### config.mk
export PLATFORM = sky130hd
export DESIGN_NAME = mdu_iter_flat
export DESIGN_NICKNAME = d
export VERILOG_FILES = /design/src/rtl/mdu_iter_pkg.sv /design/src/rtl/mdu_iter_if.sv /design/src/rtl/mdu_iter_addsub.sv /design/src/rtl/mdu_iter.sv /design/src/flat_wrapper.sv
export SDC_FILE = /design/constraint.sdc
export NUM_CORES = 1
export LEC_CHECK = 0
export BUFFER_PORTS_ARGS = -buffer_cell sky130_fd_sc_hd__buf_2
export CAP_MARGIN = 20
export CELL_PAD_IN_SITES_DETAIL_PLACEMENT = 0
export CELL_PAD_IN_SITES_GLOBAL_PLACEMENT = 1
export CORE_MARGIN = 5
export CORE_UTILIZATION = 45
export DETAILED_ROUTE_END_ITERATION = 8
export GPL_TIMING_DRIVEN = 0
export PLACE_DENSITY = 0.83
export SETUP_SLACK_MARGIN = 0.1
export SYNTH_ARGS = -nofsm -noshare
export SYNTH_HDL_FRONTEND = slang
export SYNTH_HIERARCHICAL = 1
export SYNTH_SLANG_ARGS = --single-unit
### constraint.sdc
create_clock -name clk -period 14.6 [get_ports clk]
set_input_delay 0.73 -clock clk [delete_from_list [all_inputs] [get_ports clk]]
set_output_delay 0.73 -clock clk [all_outputs]
set_load 0.05 [all_outputs]
### src/rtl/mdu_iter_pkg.sv
// Shared types for the iterative HI/LO multiply/divide unit.
package mdu_pkg;

    typedef enum logic [2:0] {
        MULT  = 3'd0,
        MULTU = 3'd1,
        DIV   = 3'd2,
        DIVU  = 3'd3,
        MTHI  = 3'd4,
        MTLO  = 3'd5
    } mdu_op_t;

    typedef enum logic [1:0] {
        ST_IDLE = 2'd0,
        ST_RUN  = 2'd1,
        ST_FIX  = 2'd2
    } mdu_state_t;

    function automatic logic is_muldiv(input mdu_op_t op);
        return (op == MULT) || (op == MULTU) || (op == DIV) || (op == DIVU);
    endfunction

    function automatic logic is_signed_op(input mdu_op_t op);
        return (op == MULT) || (op == DIV);
    endfunction

    function automatic logic is_div_op(input mdu_op_t op);
        return (op == DIV) || (op == DIVU);
    endfunction

endpackage

### src/rtl/mdu_iter_if.sv
// Execute-stage request/result bundle between the pipeline and the MDU.
interface mdu_iter_if
    import mdu_pkg::*;
#(
    parameter int unsigned WIDTH = 32
);
    logic             start;
    mdu_op_t          op;
    logic [WIDTH-1:0] srca;
    logic [WIDTH-1:0] srcb;
    logic             abort;
    logic             busy;
    logic             done;
    logic [WIDTH-1:0] hi;
    logic [WIDTH-1:0] lo;

    modport master (
        output start, op, srca, srcb, abort,
        input  busy, done, hi, lo
    );

    modport slave (
        input  start, op, srca, srcb, abort,
        output busy, done, hi, lo
    );
endinterface

### src/rtl/mdu_iter_addsub.sv
// Shared add/subtract used by both the multiply and divide iterations.
module mdu_addsub #(
    parameter int unsigned WIDTH = 33
) (
    input  logic [WIDTH-1:0] i_a,
    input  logic [WIDTH-1:0] i_b,
    input  logic             i_sub,
    output logic [WIDTH-1:0] o_y,
    output logic             o_neg
);
    always_comb begin
        o_y   = i_sub ? (i_a - i_b) : (i_a + i_b);
        o_neg = o_y[WIDTH-1];
    end
endmodule

### src/rtl/mdu_iter.sv
// Radix-2 iterative multiply/divide unit owning the HI/LO registers.
module mdu_iter
    import mdu_pkg::*;
#(
    parameter int unsigned WIDTH = 32
) (
    input  logic       clk,
    input  logic       reset,
    mdu_iter_if.slave  bus
);
    localparam int unsigned CW = $clog2(WIDTH);

    mdu_state_t         r_state;
    mdu_state_t         w_state_next;
    logic [CW-1:0]      r_cnt;
    logic [2*WIDTH-1:0] r_acc;
    logic [WIDTH-1:0]   r_opd;
    logic               r_is_div;
    logic               r_neg_res;
    logic               r_neg_rem;
    logic               r_dbz;
    logic               r_done;
    logic [WIDTH-1:0]   r_hi;
    logic [WIDTH-1:0]   r_lo;

    logic               w_accept;
    logic               w_load;
    logic               w_commit;
    logic               w_signed;
    logic               w_div;
    logic [WIDTH-1:0]   w_a_mag;
    logic [WIDTH-1:0]   w_b_mag;
    logic [WIDTH:0]     w_as_a;
    logic [WIDTH:0]     w_as_b;
    logic [WIDTH:0]     w_sum;
    logic               w_neg;
    logic [2*WIDTH-1:0] w_acc_step;
    logic [2*WIDTH-1:0] w_prod;
    logic [WIDTH-1:0]   w_quo;
    logic [WIDTH-1:0]   w_rem;
    logic [WIDTH-1:0]   w_hi_res;
    logic [WIDTH-1:0]   w_lo_res;

    always_ff @(posedge clk or posedge reset) begin
        if (reset) r_state <= ST_IDLE;
        else       r_state <= w_state_next;
    end

    always_comb begin
        w_state_next = r_state;
        w_commit     = 1'b0;
        w_accept     = (r_state == ST_IDLE) && bus.start && !bus.abort;
        w_load       = w_accept && is_muldiv(bus.op);
        case (r_state)
            ST_IDLE: if (w_load) w_state_next = ST_RUN;
            ST_RUN: begin
                if (bus.abort)        w_state_next = ST_IDLE;
                else if (r_cnt == '0) w_state_next = ST_FIX;
            end
            ST_FIX: begin
                w_state_next = ST_IDLE;
                w_commit     = !bus.abort;
            end
            default: w_state_next = ST_IDLE;
        endcase
    end

    always_comb begin
        w_signed = is_signed_op(bus.op);
        w_div    = is_div_op(bus.op);
        w_a_mag  = (w_signed && bus.srca[WIDTH-1]) ? -bus.srca : bus.srca;
        w_b_mag  = (w_signed && bus.srcb[WIDTH-1]) ? -bus.srcb : bus.srcb;
    end

    // Divide feeds the shifted remainder (with its carried-out bit); multiply feeds the upper half.
    always_comb begin
        if (r_is_div) begin
            w_as_a = r_acc[2*WIDTH-1:WIDTH-1];
            w_as_b = {1'b0, r_opd};
        end else begin
            w_as_a = {1'b0, r_acc[2*WIDTH-1:WIDTH]};
            w_as_b = r_acc[0] ? {1'b0, r_opd} : '0;
        end
    end

    mdu_addsub #(.WIDTH(WIDTH + 1)) u_addsub (
        .i_a   (w_as_a),
        .i_b   (w_as_b),
        .i_sub (r_is_div),
        .o_y   (w_sum),
        .o_neg (w_neg)
    );

    always_comb begin
        if (r_is_div) begin
            w_acc_step = w_neg ? {r_acc[2*WIDTH-2:0], 1'b0}
                               : {w_sum[WIDTH-1:0], r_acc[WIDTH-2:0], 1'b1};
        end else begin
            w_acc_step = {w_sum, r_acc[WIDTH-1:1]};
        end
    end

    // A zero divisor leaves the dividend magnitude as remainder, so re-signing restores srca.
    always_comb begin
        w_prod   = r_neg_res ? -r_acc : r_acc;
        w_quo    = r_dbz ? '1 : (r_neg_res ? -r_acc[WIDTH-1:0] : r_acc[WIDTH-1:0]);
        w_rem    = r_neg_rem ? -r_acc[2*WIDTH-1:WIDTH] : r_acc[2*WIDTH-1:WIDTH];
        w_hi_res = r_is_div ? w_rem : w_prod[2*WIDTH-1:WIDTH];
        w_lo_res = r_is_div ? w_quo : w_prod[WIDTH-1:0];
    end

    always_ff @(posedge clk or posedge reset) begin
        if (reset) begin
            r_cnt     <= '0;
            r_acc     <= '0;
            r_opd     <= '0;
            r_is_div  <= 1'b0;
            r_neg_res <= 1'b0;
            r_neg_rem <= 1'b0;
            r_dbz     <= 1'b0;
            r_done    <= 1'b0;
            r_hi      <= '0;
            r_lo      <= '0;
        end else begin
            r_done <= w_commit;
            if (w_load) begin
                r_acc     <= {{WIDTH{1'b0}}, (w_div ? w_a_mag : w_b_mag)};
                r_opd     <= w_div ? w_b_mag : w_a_mag;
                r_is_div  <= w_div;
                r_neg_res <= w_signed && (bus.srca[WIDTH-1] ^ bus.srcb[WIDTH-1]);
                r_neg_rem <= w_signed && bus.srca[WIDTH-1];
                r_dbz     <= w_div && (bus.srcb == '0);
                r_cnt     <= CW'(WIDTH - 1);
            end else if (r_state == ST_RUN) begin
                r_acc <= w_acc_step;
                r_cnt <= r_cnt - 1'b1;
            end
            if (w_commit) begin
                r_hi <= w_hi_res;
                r_lo <= w_lo_res;
            end
            if (w_accept && (bus.op == MTHI)) r_hi <= bus.srca;
            if (w_accept && (bus.op == MTLO)) r_lo <= bus.srca;
        end
    end

    assign bus.busy = (r_state != ST_IDLE);
    assign bus.done = r_done;
    assign bus.hi   = r_hi;
    assign bus.lo   = r_lo;

endmodule

### src/flat_wrapper.sv
// flat-port wrapper written by rule: the top's interface ports become plain ports
module mdu_iter_flat import mdu_pkg::*;
#(
    parameter int unsigned WIDTH = 32
)
  (clk, reset, bus_start, bus_op, bus_srca, bus_srcb, bus_abort, bus_busy, bus_done, bus_hi, bus_lo);
  mdu_iter_if #(.WIDTH(WIDTH)) bus_i ();
  input  logic clk;
  input  logic reset;
  input wire logic [$bits(bus_i.start)-1:0] bus_start;
  input wire logic [$bits(bus_i.op)-1:0] bus_op;
  input wire logic [$bits(bus_i.srca)-1:0] bus_srca;
  input wire logic [$bits(bus_i.srcb)-1:0] bus_srcb;
  input wire logic [$bits(bus_i.abort)-1:0] bus_abort;
  output wire logic [$bits(bus_i.busy)-1:0] bus_busy;
  output wire logic [$bits(bus_i.done)-1:0] bus_done;
  output wire logic [$bits(bus_i.hi)-1:0] bus_hi;
  output wire logic [$bits(bus_i.lo)-1:0] bus_lo;
  assign bus_i.start = bus_start;
  assign bus_i.op = bus_op;
  assign bus_i.srca = bus_srca;
  assign bus_i.srcb = bus_srcb;
  assign bus_i.abort = bus_abort;
  assign bus_busy = bus_i.busy;
  assign bus_done = bus_i.done;
  assign bus_hi = bus_i.hi;
  assign bus_lo = bus_i.lo;
  mdu_iter #(.WIDTH(WIDTH)) u_core (.clk(clk), .reset(reset), .bus(bus_i));
endmodule
==> results of run 1 <==
-- power by group through the flow --
| stage | Sequential (mW) | Clock (mW) | Combinational, mW |
|---|---|---|---|
| floorplan | 0.853 | 0 | 1.58 |
| global placement | 0.766 | 0 | 2.25 |
| detailed placement | 0.768 | 0 | 2.29 |
| CTS | 0.759 | 0.465 | 2.29 |
| global route | 0.779 | 0.488 | 2.54 |
| finish | 0.770 | 0.459 | 2.33 |
-- layer usage --
metal  track usage  vias up
met5             0        -
li1              -     7282
met1         0.468     7823
met4         0.109        0
met2         0.490      998
met3        0.0636      124
-- cells by family (layout without fill, tap and decap cells) --
family / Yosys count / in the layout / share of synthesized area
compound gates: 560 / 560 / 0.240
fa+ha+maj: 40 / 40 / 0.0337
flops: 172 / 172 / 0.285
simple gates: 646 / 646 / 0.216
buf+inv: 204 / 363 / 0.0527
other cells: 1 / 1 / 0.000249
mux: 107 / 107 / 0.0738
xor+xnor: 169 / 169 / 0.0981
-- metrics by stage --
stage,util,area (um^2),cells
final,0.507,16900,2506
after global routing,0.507,16900,2506
after CTS,0.507,16900,2506
after detailed placement,0.490,16300,2474
after global placement,0.489,16300,2471
after floorplan,-,15100,1899
-- sequential cells by signal (all words and copies together) (netlist names) --
| signal | count |
|---|---|
| u_core/r_opd | 32 |
| u_core/r_cnt | 5 |
| u_core/bus.lo | 32 |
| u_core/r_state | 2 |
| u_core/bus.done | 1 |
| u_core/bus.hi | 32 |
| u_core/r_neg_rem | 1 |
| u_core/r_dbz | 1 |
| u_core/r_neg_res | 1 |
| u_core/r_is_div | 1 |
| u_core/r_acc | 64 |
-- area by class of cell --
| cell class | instances | area (um^2) | share of cell area |
|---|---|---|---|
| timing repair buffer | 127 | 661 | 0.0391 |
| sequential | 172 | 4300 | 0.255 |
| clock inverter | 13 | 121 | 0.00719 |
| multi-input combinational | 1523 | 9990 | 0.592 |
| tap | 448 | 561 | 0.0332 |
| clock buffer | 19 | 443 | 0.0262 |
| inverter | 38 | 150 | 0.00889 |
| buffer | 166 | 652 | 0.0386 |
-- worst reg2reg max path, delay by kind of cell, from the launching register on --
family                     cells  cell delay (ns)
buffers and inverters          7             4.22
AOI/OAI and AO/OA              7             2.10
adders and majority gates      1             0.56
DFF                            1             0.47
and+or+nand+nor                3             0.45
muxes                          1             0.32
xor gates and xnor gates       1             0.21
-- worst max path at each step --
| stage | slack [ns] | cells after the start | endpoint | from |
|---|---|---|---|---|
| floorplan | 8.49 | 27 | u_core/r_acc[42] | u_core/r_is_div |
| global placement | 6.55 | 23 | u_core/r_acc[63] | u_core/r_is_div |
| detailed placement | 6.44 | 27 | u_core/r_acc[63] | u_core/r_is_div |
| CTS | 6.41 | 27 | u_core/r_acc[63] | u_core/r_is_div |
| global route | 5.85 | 27 | u_core/r_acc[55] | u_core/r_is_div |
| finish | 6.15 | 20 | u_core/r_acc[63] | u_core/r_is_div |
-- synth_stat cells, drive strengths merged, types with 6 or more instances --
cell type	count	area (um^2)
o41ai	17	168
nand2b	6	37.5
nand3	57	285
a211oi	11	82.6
o21a	6	45.0
nor4	31	213
and2	8	51.3
a22oi	13	97.6
o221ai	33	289
or2	6	37.5
nand2	214	806
a31oi	29	181
o211ai	16	120
dfrtp	172	4300
nor3	60	305
a21oi	115	579
o31ai	36	284
o22ai	13	81.3
o21bai	6	45.0
nand4	16	100
ha	39	488
mux2i	73	731
a21o	18	135
or3	18	124
xnor2	108	946
mux2	34	383
or4	25	196
a221oi	12	105
clkbuf	148	556
nor2	117	447
buf	18	96.3
nor3b	10	86.3
inv	37	139
a221o	7	70.1
xor2	61	534
and3	12	75.1
nor2b	36	225
a32oi	7	61.3
o21ai	179	896
==> flow_summary.toml, run 1 <==
[run_status]
outcome = "complete, no violations"

[cts]
clock_latency_ns = 0.45
cts_buffer_depth = 2
tritoncts = "yes"
cts_hold_buf = 0
cts-root-buf = "clkbuf_16"
numCtsBuffers = 17
cts.htree.levels = 4
clock_sinks = 172
path_clk_slew_ns = 0.07
cts_resized = 0
postCtsSetupBuffers = 0

[sta]
tightest_slew_ns = 0.975
fin_crit_sh = 0.579
period_minus_slack_ns = 8.45
setup_viol = 0
finClkSkew_ns = 0.0107
rsz0062_at_grt = "false"
drv_slew = 0
max-slew-margin-rel = 0.344
fin_ws_ns = 6.15
hold_violations = 0
hold_ws_ns = 0.318
tns_ns = 0
max_freq_mhz = 118

[floorplanning]
num_rows = 67
dieArea_um2 = 37300
die_h_um = 193
initial_core_util = 0.453
core_um2 = 33300
dieWidth_um = 193
pin_count = 137

[finish]
drive_above_1_share = 0.112
fin_nets = 2156
layout_common_cells = "213 x nand2_1, 177 x o21ai_0, 172 x dfrtp_1"
area_growth_pct = 11.9
final_common_cell = "nand2_1"
num_antenna_cells = 0
fillers = 3364

[min_path]
hp-class = "input pin to async pin"

[yosys]
ys_types = 92
synth.net_count = 2010
synthFlopType = "dfrtp_1"
ys_seq_elements = 172
yosys_warnings = 6
yosysSeqAreaShare = 0.285
synth_area_per_cell_um2 = 7.94
netlist_area_um2 = 15100
synthArstFlopShare = 1.00
synth-edff-count = 0
netlist_instances = 1899

[power]
power_frac_comb = 0.655
ir_worst_vdd_mv = 0.0977
power_density_nw_per_um2 = 211
leakage_nw = 6.73
internal-power_mw = 1.71
sequentialPowerShare = 0.216
finalPower_mw = 3.56
power_switching_share = 0.521
power.share.clock = 0.129
switching_power_mw = 1.86

[place]
post-place-ws_ns = 6.44
gp_congestion = 1.01
numPortBuffers = 124
hpwl_um = 48400

[setup_path]
reg2reg_slack_ns = 6.15
start_kind = "flip-flop"
crit_path_top_delay_cell = "clkbuf_1"
max_stage_delay_ns = 0.79
reg2reg_from = "u_core/r_is_div"
crit_arrival_ns = 8.76
crit_path_cell_trace = "clkbuf_1 > clkbuf_1 > clkbuf_1 > clkbuf_1 > clkbuf_1 > o21ai_0 > fa_1 > a21o_1 > a311oi_2 > nor4_2 > o211ai_1 > nand2_1 > a211oi_1 > xnor2_1 > clkbuf_1 > buf_1 > mux2i_1 > nand2_1 > o21ai_0 > o21ai_0"
crit_top_cell = "clkbuf_1"
cp_max_fo = 10
critPathBufInv = 7
cp.required_ns = 14.91
crit_path_end_kind = "flip-flop"
r2r_cells = 20
cp_top_family = "buffers and inverters"
crit_type = "flip-flop to flip-flop"
worstReg2RegEnd = "u_core/r_acc[63]"

[global_routing]
antenna_found_initial = 0
grt_pass1_vias = 14936
grt_pass1_wl_um = 92000
grt_max_degree = 96
overflow = 0
grt_usage = 0.325

[drt]
drc = 0
maxUsedRoutingLayer = "met4"
finalWirelength_um = 61700
wl_per_cell_um = 24.6
met3WireLength_um = 6810
antenna_left = 0
via_count = 16227
met1Wirelength_um = 26600
wl_met2_um = 26200
drt-vias-per-instance = 6.48
drt_pass1_iterations = 8
dr.first_iter.drc_count = 1926

[job]
cap_violations = 0
(Power assumes the default switching activity.)
==> run 2: changes to the inputs <==
CORE_UTILIZATION = 41   (was 45)
PLACE_DENSITY = 0.79   (was 0.83)
clock period = 7.35 ns   (was 14.6 ns; I/O delays follow)
==> run 2 against run 1 <==
- clock power rose by 110%
- flip-flop and latch count did not move
- final area rose by 0.75%
- die area rose by 9.2%
- cell count rose by 0.88%
- global-route usage fell by 2.7 points
- maximum frequency rose by 22%
- largest cell class unchanged
- worst setup slack got worse by 5.7 ns
- core utilization fell by 4.0 points
- clock skew barely moved
- total power rose by 100%
- first-iteration DRC count fell by 0.36%
- highest routed layer unchanged
==> flow_summary.toml, run 2 (same netlist as run 1, synthesis figures left out) <==
[floorplanning]
core_um2 = 36400
initial_core_util = 0.414
die_h_um = 202
pin_count = 137
dieWidth_um = 202
num_rows = 70
dieArea_um2 = 40700

[run_status]
outcome = "complete, no violations"

[place]
post-place-ws_ns = -0.769
hpwl_um = 49400
place_inst = 2494
gp_congestion = 0.983
numPortBuffers = 124

[cts]
postCtsSetupBuffers = 0
cts-root-buf = "clkbuf_16"
cts_buffer_depth = 2
clock_sinks = 172
clock_latency_ns = 0.46
numCtsBuffers = 17
path_clk_slew_ns = 0.07
cts.htree.levels = 4
tritoncts = "yes"

[sta]
drv_slew = 0
period_minus_slack_ns = 6.91
max-slew-margin-rel = 0.283
tightest_slew_ns = 1.07
hold_violations = 0
fin_crit_sh = 0.940
setup_viol = 0
fin_ws_ns = 0.444
max_freq_mhz = 145
finClkSkew_ns = 0.0108
rsz0062_at_grt = "false"

[global_routing]
grt_usage = 0.298
grt_pass1_vias = 15207
antenna_found_initial = 1
overflow = 0
grt_pass1_wl_um = 94100
grt_max_degree = 103

[setup_path]
crit_type = "flip-flop to flip-flop"
cp_max_fo = 10
max_stage_delay_ns = 0.57
critPathBufInv = 6
cp.required_ns = 7.67
cp_top_family = "simple AND/OR/NAND/NOR gates"
crit_arrival_ns = 7.22
crit_path_top_delay_cell = "or4_4"
crit_path_end_kind = "flip-flop"
start_kind = "flip-flop"

[drt]
met3WireLength_um = 6370
via_count = 16159
drt_pass1_iterations = 5
drt-vias-per-instance = 6.39
finalWirelength_um = 63100
maxUsedRoutingLayer = "met4"
wl_met2_um = 27400
antenna_left = 0
wl_per_cell_um = 25.0
drc = 0
dr.first_iter.drc_count = 1919
met1Wirelength_um = 27000

[finish]
num_antenna_cells = 0
layout_common_cells = "213 x nand2_1, 177 x o21ai_0, 172 x dfrtp_1"
largest-register = "u_core/r_acc"
final_cells = 2528
fin_nets = 2158
area_growth_pct = 12.7
largest_register_ff_count = 64
drive_above_1_share = 0.117
fillers = 3704
final_common_cell = "nand2_1"

[min_path]
hp-class = "input pin to flip-flop"

[power]
ir_worst_vdd_mv = 0.204
leakage_nw = 6.79
power_density_nw_per_um2 = 423

[job]
cap_violations = 0
[run 2: power by group]
part           internal (mW)  switching [mW]
registers               1.22           0.314
clock network          0.546           0.438
logic                   1.73            2.94
[run 2: worst reg2reg max path, delay by kind of cell, from the launching register on]
kind | cells | cell delay, ns
multiplexers | 1 | 0.29
XOR/XNOR | 2 | 0.48
adder cells (fa/ha/maj) | 1 | 0.29
AND/OR/NAND/NOR | 8 | 2.00
flip-flops | 1 | 0.47
buffers and inverters | 6 | 1.53
AO/OA/AOI/OAI | 9 | 1.70
[run 2: per-stage QoR]
| step | power (mW) | utilization | hold slack, ns | setup TNS [ns] | area [um^2] |
|---|---|---|---|---|---|
| 6_report | 7.19 | 0.467 | 0.128 | 0 | 17000 |
| 5_1_grt | 7.64 | 0.467 | 0.138 | 0 | 17000 |
| 4_1_cts | 7.09 | 0.466 | 0.114 | 0 | 17000 |
| 3_5_place_dp | 6.08 | 0.448 | 0.462 | -19.25 | 16300 |
| 3_3_place_gp | 6.01 | 0.447 | 0.458 | -15.93 | 16300 |
| 2_1_floorplan | 4.84 | - | 0.438 | 0 | 15100 |
[run 2: final timing paths]
kind,startpoint,endpoint,slack (ns),cells past startpoint
min in group asynchronous,reset,u_core/bus.lo[14],0.55,3
max in group asynchronous,reset,u_core/r_acc[37],5.83,4
worst max register to register,u_core/r_is_div,u_core/r_acc[63],0.44,27
worst min-delay path,bus_abort,u_core/r_state[1],0.13,2
worst min register to register,u_core/r_opd[9],u_core/r_opd[9],0.49,1
worst max-delay path,u_core/r_is_div,u_core/r_acc[63],0.44,27
[run 2: what timing repair did]
item | 4_1_cts | 5_1_grt
hold buffers | 1 | 0
cloned | 0 | 0
endpoints found under the setup margin | 33 | 32
resized for setup | 14 | 7
endpoints found under the hold margin | 49 | 0
[run 2: cell type report]
type	instances	area [um^2]	share of cell area
Multi-Input combinational cell	1523	10000	0.588
Sequential cell	172	4300	0.253
Timing Repair Buffer	129	676	0.0397
Buffer	166	669	0.0394
Tap cell	468	586	0.0344
Clock buffer	20	437	0.0257
Clock inverter	12	178	0.0104
Inverter	38	150	0.00883
[run 2: per-layer routing]
metal	vias to the layer above	track usage
met4	0	0.104
li1	7272	-
met5	-	0
met2	910	0.456
met3	137	0.0600
met1	7840	0.419
==> run 3: changes to the inputs <==
PLACE_DENSITY = 0.8   (was 0.79)
SYNTH_HIERARCHICAL = default   (was 1)
==> run 3 against run 2 <==
- synthesized area shrank 4.3%
- sequential share of layout area grew 1.0 points
- non-clock buffer count shrank 21
- register-to-register slack lost 0.02 ns
- global-route usage grew 0.12 points
- die area shrank 4.1%
- critical endpoint is now u_core.r_acc[36]
- largest power group unchanged
- highest routed layer unchanged
==> flow_summary.toml, run 3 <==
[run_status]
outcome = "complete, no violations"

[setup_path]
start_kind = "flip-flop"
reg2reg_slack_ns = 0.42
worstReg2RegEnd = "u_core.r_acc[36]"
reg2reg_from = "u_core.r_is_div"
cp.required_ns = 7.66
crit_path_end_kind = "flip-flop"
cp_max_fo = 10
crit_type = "flip-flop to flip-flop"
r2r_cells = 18
crit_arrival_ns = 7.24

[global_routing]
grt_max_degree = 89
antenna_found_initial = 0
grt_usage = 0.299
grt_pass1_wl_um = 89100
grt_pass1_vias = 13995
overflow = 0

[sta]
period_minus_slack_ns = 6.93
max-slew-margin-rel = 0.287
rsz0062_at_grt = "false"
setup_viol = 0
tns_ns = 0
fin_crit_sh = 0.942
max_freq_mhz = 144
finClkSkew_ns = 0.0118
hold_ws_ns = 0.0177
hold_violations = 0
drv_slew = 0
tightest_slew_ns = 1.07

[drt]
maxUsedRoutingLayer = "met4"
finalWirelength_um = 60700
drt-vias-per-instance = 6.30
dr.first_iter.drc_count = 1838
via_count = 15460
drt_pass1_iterations = 6
wl_met2_um = 26100
drc = 0
antenna_left = 0
wl_per_cell_um = 24.7
met3WireLength_um = 6400
met1Wirelength_um = 26000

[floorplanning]
num_rows = 68
initial_core_util = 0.417
dieWidth_um = 198
core_um2 = 34600
pin_count = 137
dieArea_um2 = 39100
die_h_um = 198

[cts]
path_clk_slew_ns = 0.07
clock_latency_ns = 0.45
cts-root-buf = "clkbuf_16"
tritoncts = "yes"
cts_hold_buf = 0
numCtsBuffers = 17
cts_resized = 0
cts.htree.levels = 4
postCtsSetupBuffers = 0
cts_buffer_depth = 2
clock_sinks = 172

[yosys]
synth_area_per_cell_um2 = 7.88
synthArstFlopShare = 1.00
yosys_warnings = 0
netlist_top_cells_count = "216 x nand2_1, 182 x o21ai_0, 172 x dfrtp_1, 169 x a21oi_1, 146 x nor2_1"
ys_top_cells_by_area = "dfrtp_1 30%, o21ai_0 6.3%, a21oi_1 5.9%"
netlist_area_um2 = 14400
synthFlopType = "dfrtp_1"
netlist_instances = 1832
synth_top_cell_area_share = 0.298
ys_seq_elements = 172
ys_types = 76
synth.net_count = 1943
yosysMostFrequentCell = "nand2_1"
synth_largest_area_cell = "dfrtp_1"
yosysSeqAreaShare = 0.298
synth-edff-count = 0

[job]
cap_violations = 0

[finish]
fin_nets = 2098
post-route-util = 0.472
fillers = 3465
largest-register = "u_core.r_acc"
drive_above_1_share = 0.124
largest_register_ff_count = 64
num_antenna_cells = 0
final_common_cell = "nand2_1"
area_growth_pct = 13.1
layout_common_cells = "216 x nand2_1, 182 x o21ai_0, 172 x dfrtp_1"

[place]
gp_congestion = 0.984
hpwl_um = 47600
numPortBuffers = 134

[power]
power_density_nw_per_um2 = 425
ir_worst_vdd_mv = 0.217
leakage_nw = 6.81

[min_path]
hp-class = "input pin to async pin"
-- run 3: cell count changes after synthesis, sizes merged, moves of 16 or more --
cell | previous run | this run
nor3 | 60 | 43
a21oi | 115 | 169
o211ai | 16 | 32
nor2b | 36 | 6
nor2 | 117 | 147
xnor2 | 108 | 73
o221ai | 33 | 6
clkbuf | 148 | 115
nor4 | 31 | 15
a22oi | 13 | 44
mux2i | 73 | 56
nand3 | 57 | 27
-- run 3: critical path: stages, from the launching register on --
cell	delay, ns
dfrtp_1	0.35
clkbuf_1	0.55
clkbuf_1	0.76
clkbuf_1	0.48
buf_1	0.60
mux2i_1	0.28
ha_1	0.20
inv_1	0.06
fa_1	0.43
a21o_1	0.21
a221oi_1	0.52
o221a_2	0.37
nor4_2	0.11
o211ai_1	0.32
a21boi_0	0.34
nor2_1	0.44
buf_2	0.39
mux2i_1	0.25
o21ai_0	0.11
-- run 3: power breakdown --
part	internal (mW)	total, mW	switching (mW)
clock	0.537	0.970	0.433
sequential	1.22	1.60	0.381
combinational	1.58	4.37	2.79
total	3.34	6.94	3.60
-- run 3: metal layers --
metal,GRT usage,up-vias
met5,0,-
met4,0.110,0
met3,0.0544,93
met2,0.448,861
met1,0.430,7495
li1,-,7011
-- run 3: cells by family after synthesis --
kind of cell,after synthesis,synth area share
flops,172,0.298
xor+xnor,149,0.0903
simple gates,565,0.182
compound gates,646,0.281
buf+inv,167,0.0453
fa+ha+maj,40,0.0352
mux,93,0.0677
-- run 3: area by class of cell --
cell class              count  area (um^2)  area share
repair buffers            136          706      0.0432
plain buffers             138          546      0.0334
flip-flops and latches    172         4300       0.264
well taps                 455          569      0.0349
clock inverters            14          169      0.0103
multi-input cells        1493         9490       0.581
clock buffers              18          429      0.0263
inverters                  29          116     0.00713
-- run 3: stage by stage --
| step | instance area [um^2] | power (mW) | worst slack (ns) | std cells |
|---|---|---|---|---|
| floorplan | 14400 | 4.63 | 2.25 | 1832 |
| global placement | 15700 | 5.82 | 0.0460 | 2421 |
| detailed placement | 15700 | 5.87 | 0.676 | 2423 |
| CTS | 16300 | 6.84 | 0.631 | 2455 |
| global route | 16300 | 7.34 | 0.213 | 2455 |
| finish | 16300 | 6.94 | 0.423 | 2455 |
-- run 3: worst max-delay path by stage --
stage,startpoint,end,slack (ns)
after floorplan,u_core.r_opd[3],u_core.r_acc[34],2.25
after global placement,reset,u_core.r_cnt[4],0.05
after detailed placement,u_core.r_is_div,u_core.r_acc[36],0.68
after CTS,u_core.r_is_div,u_core.r_acc[36],0.63
after global routing,u_core.r_is_div,u_core.r_acc[36],0.21
final,u_core.r_is_div,u_core.r_acc[36],0.42
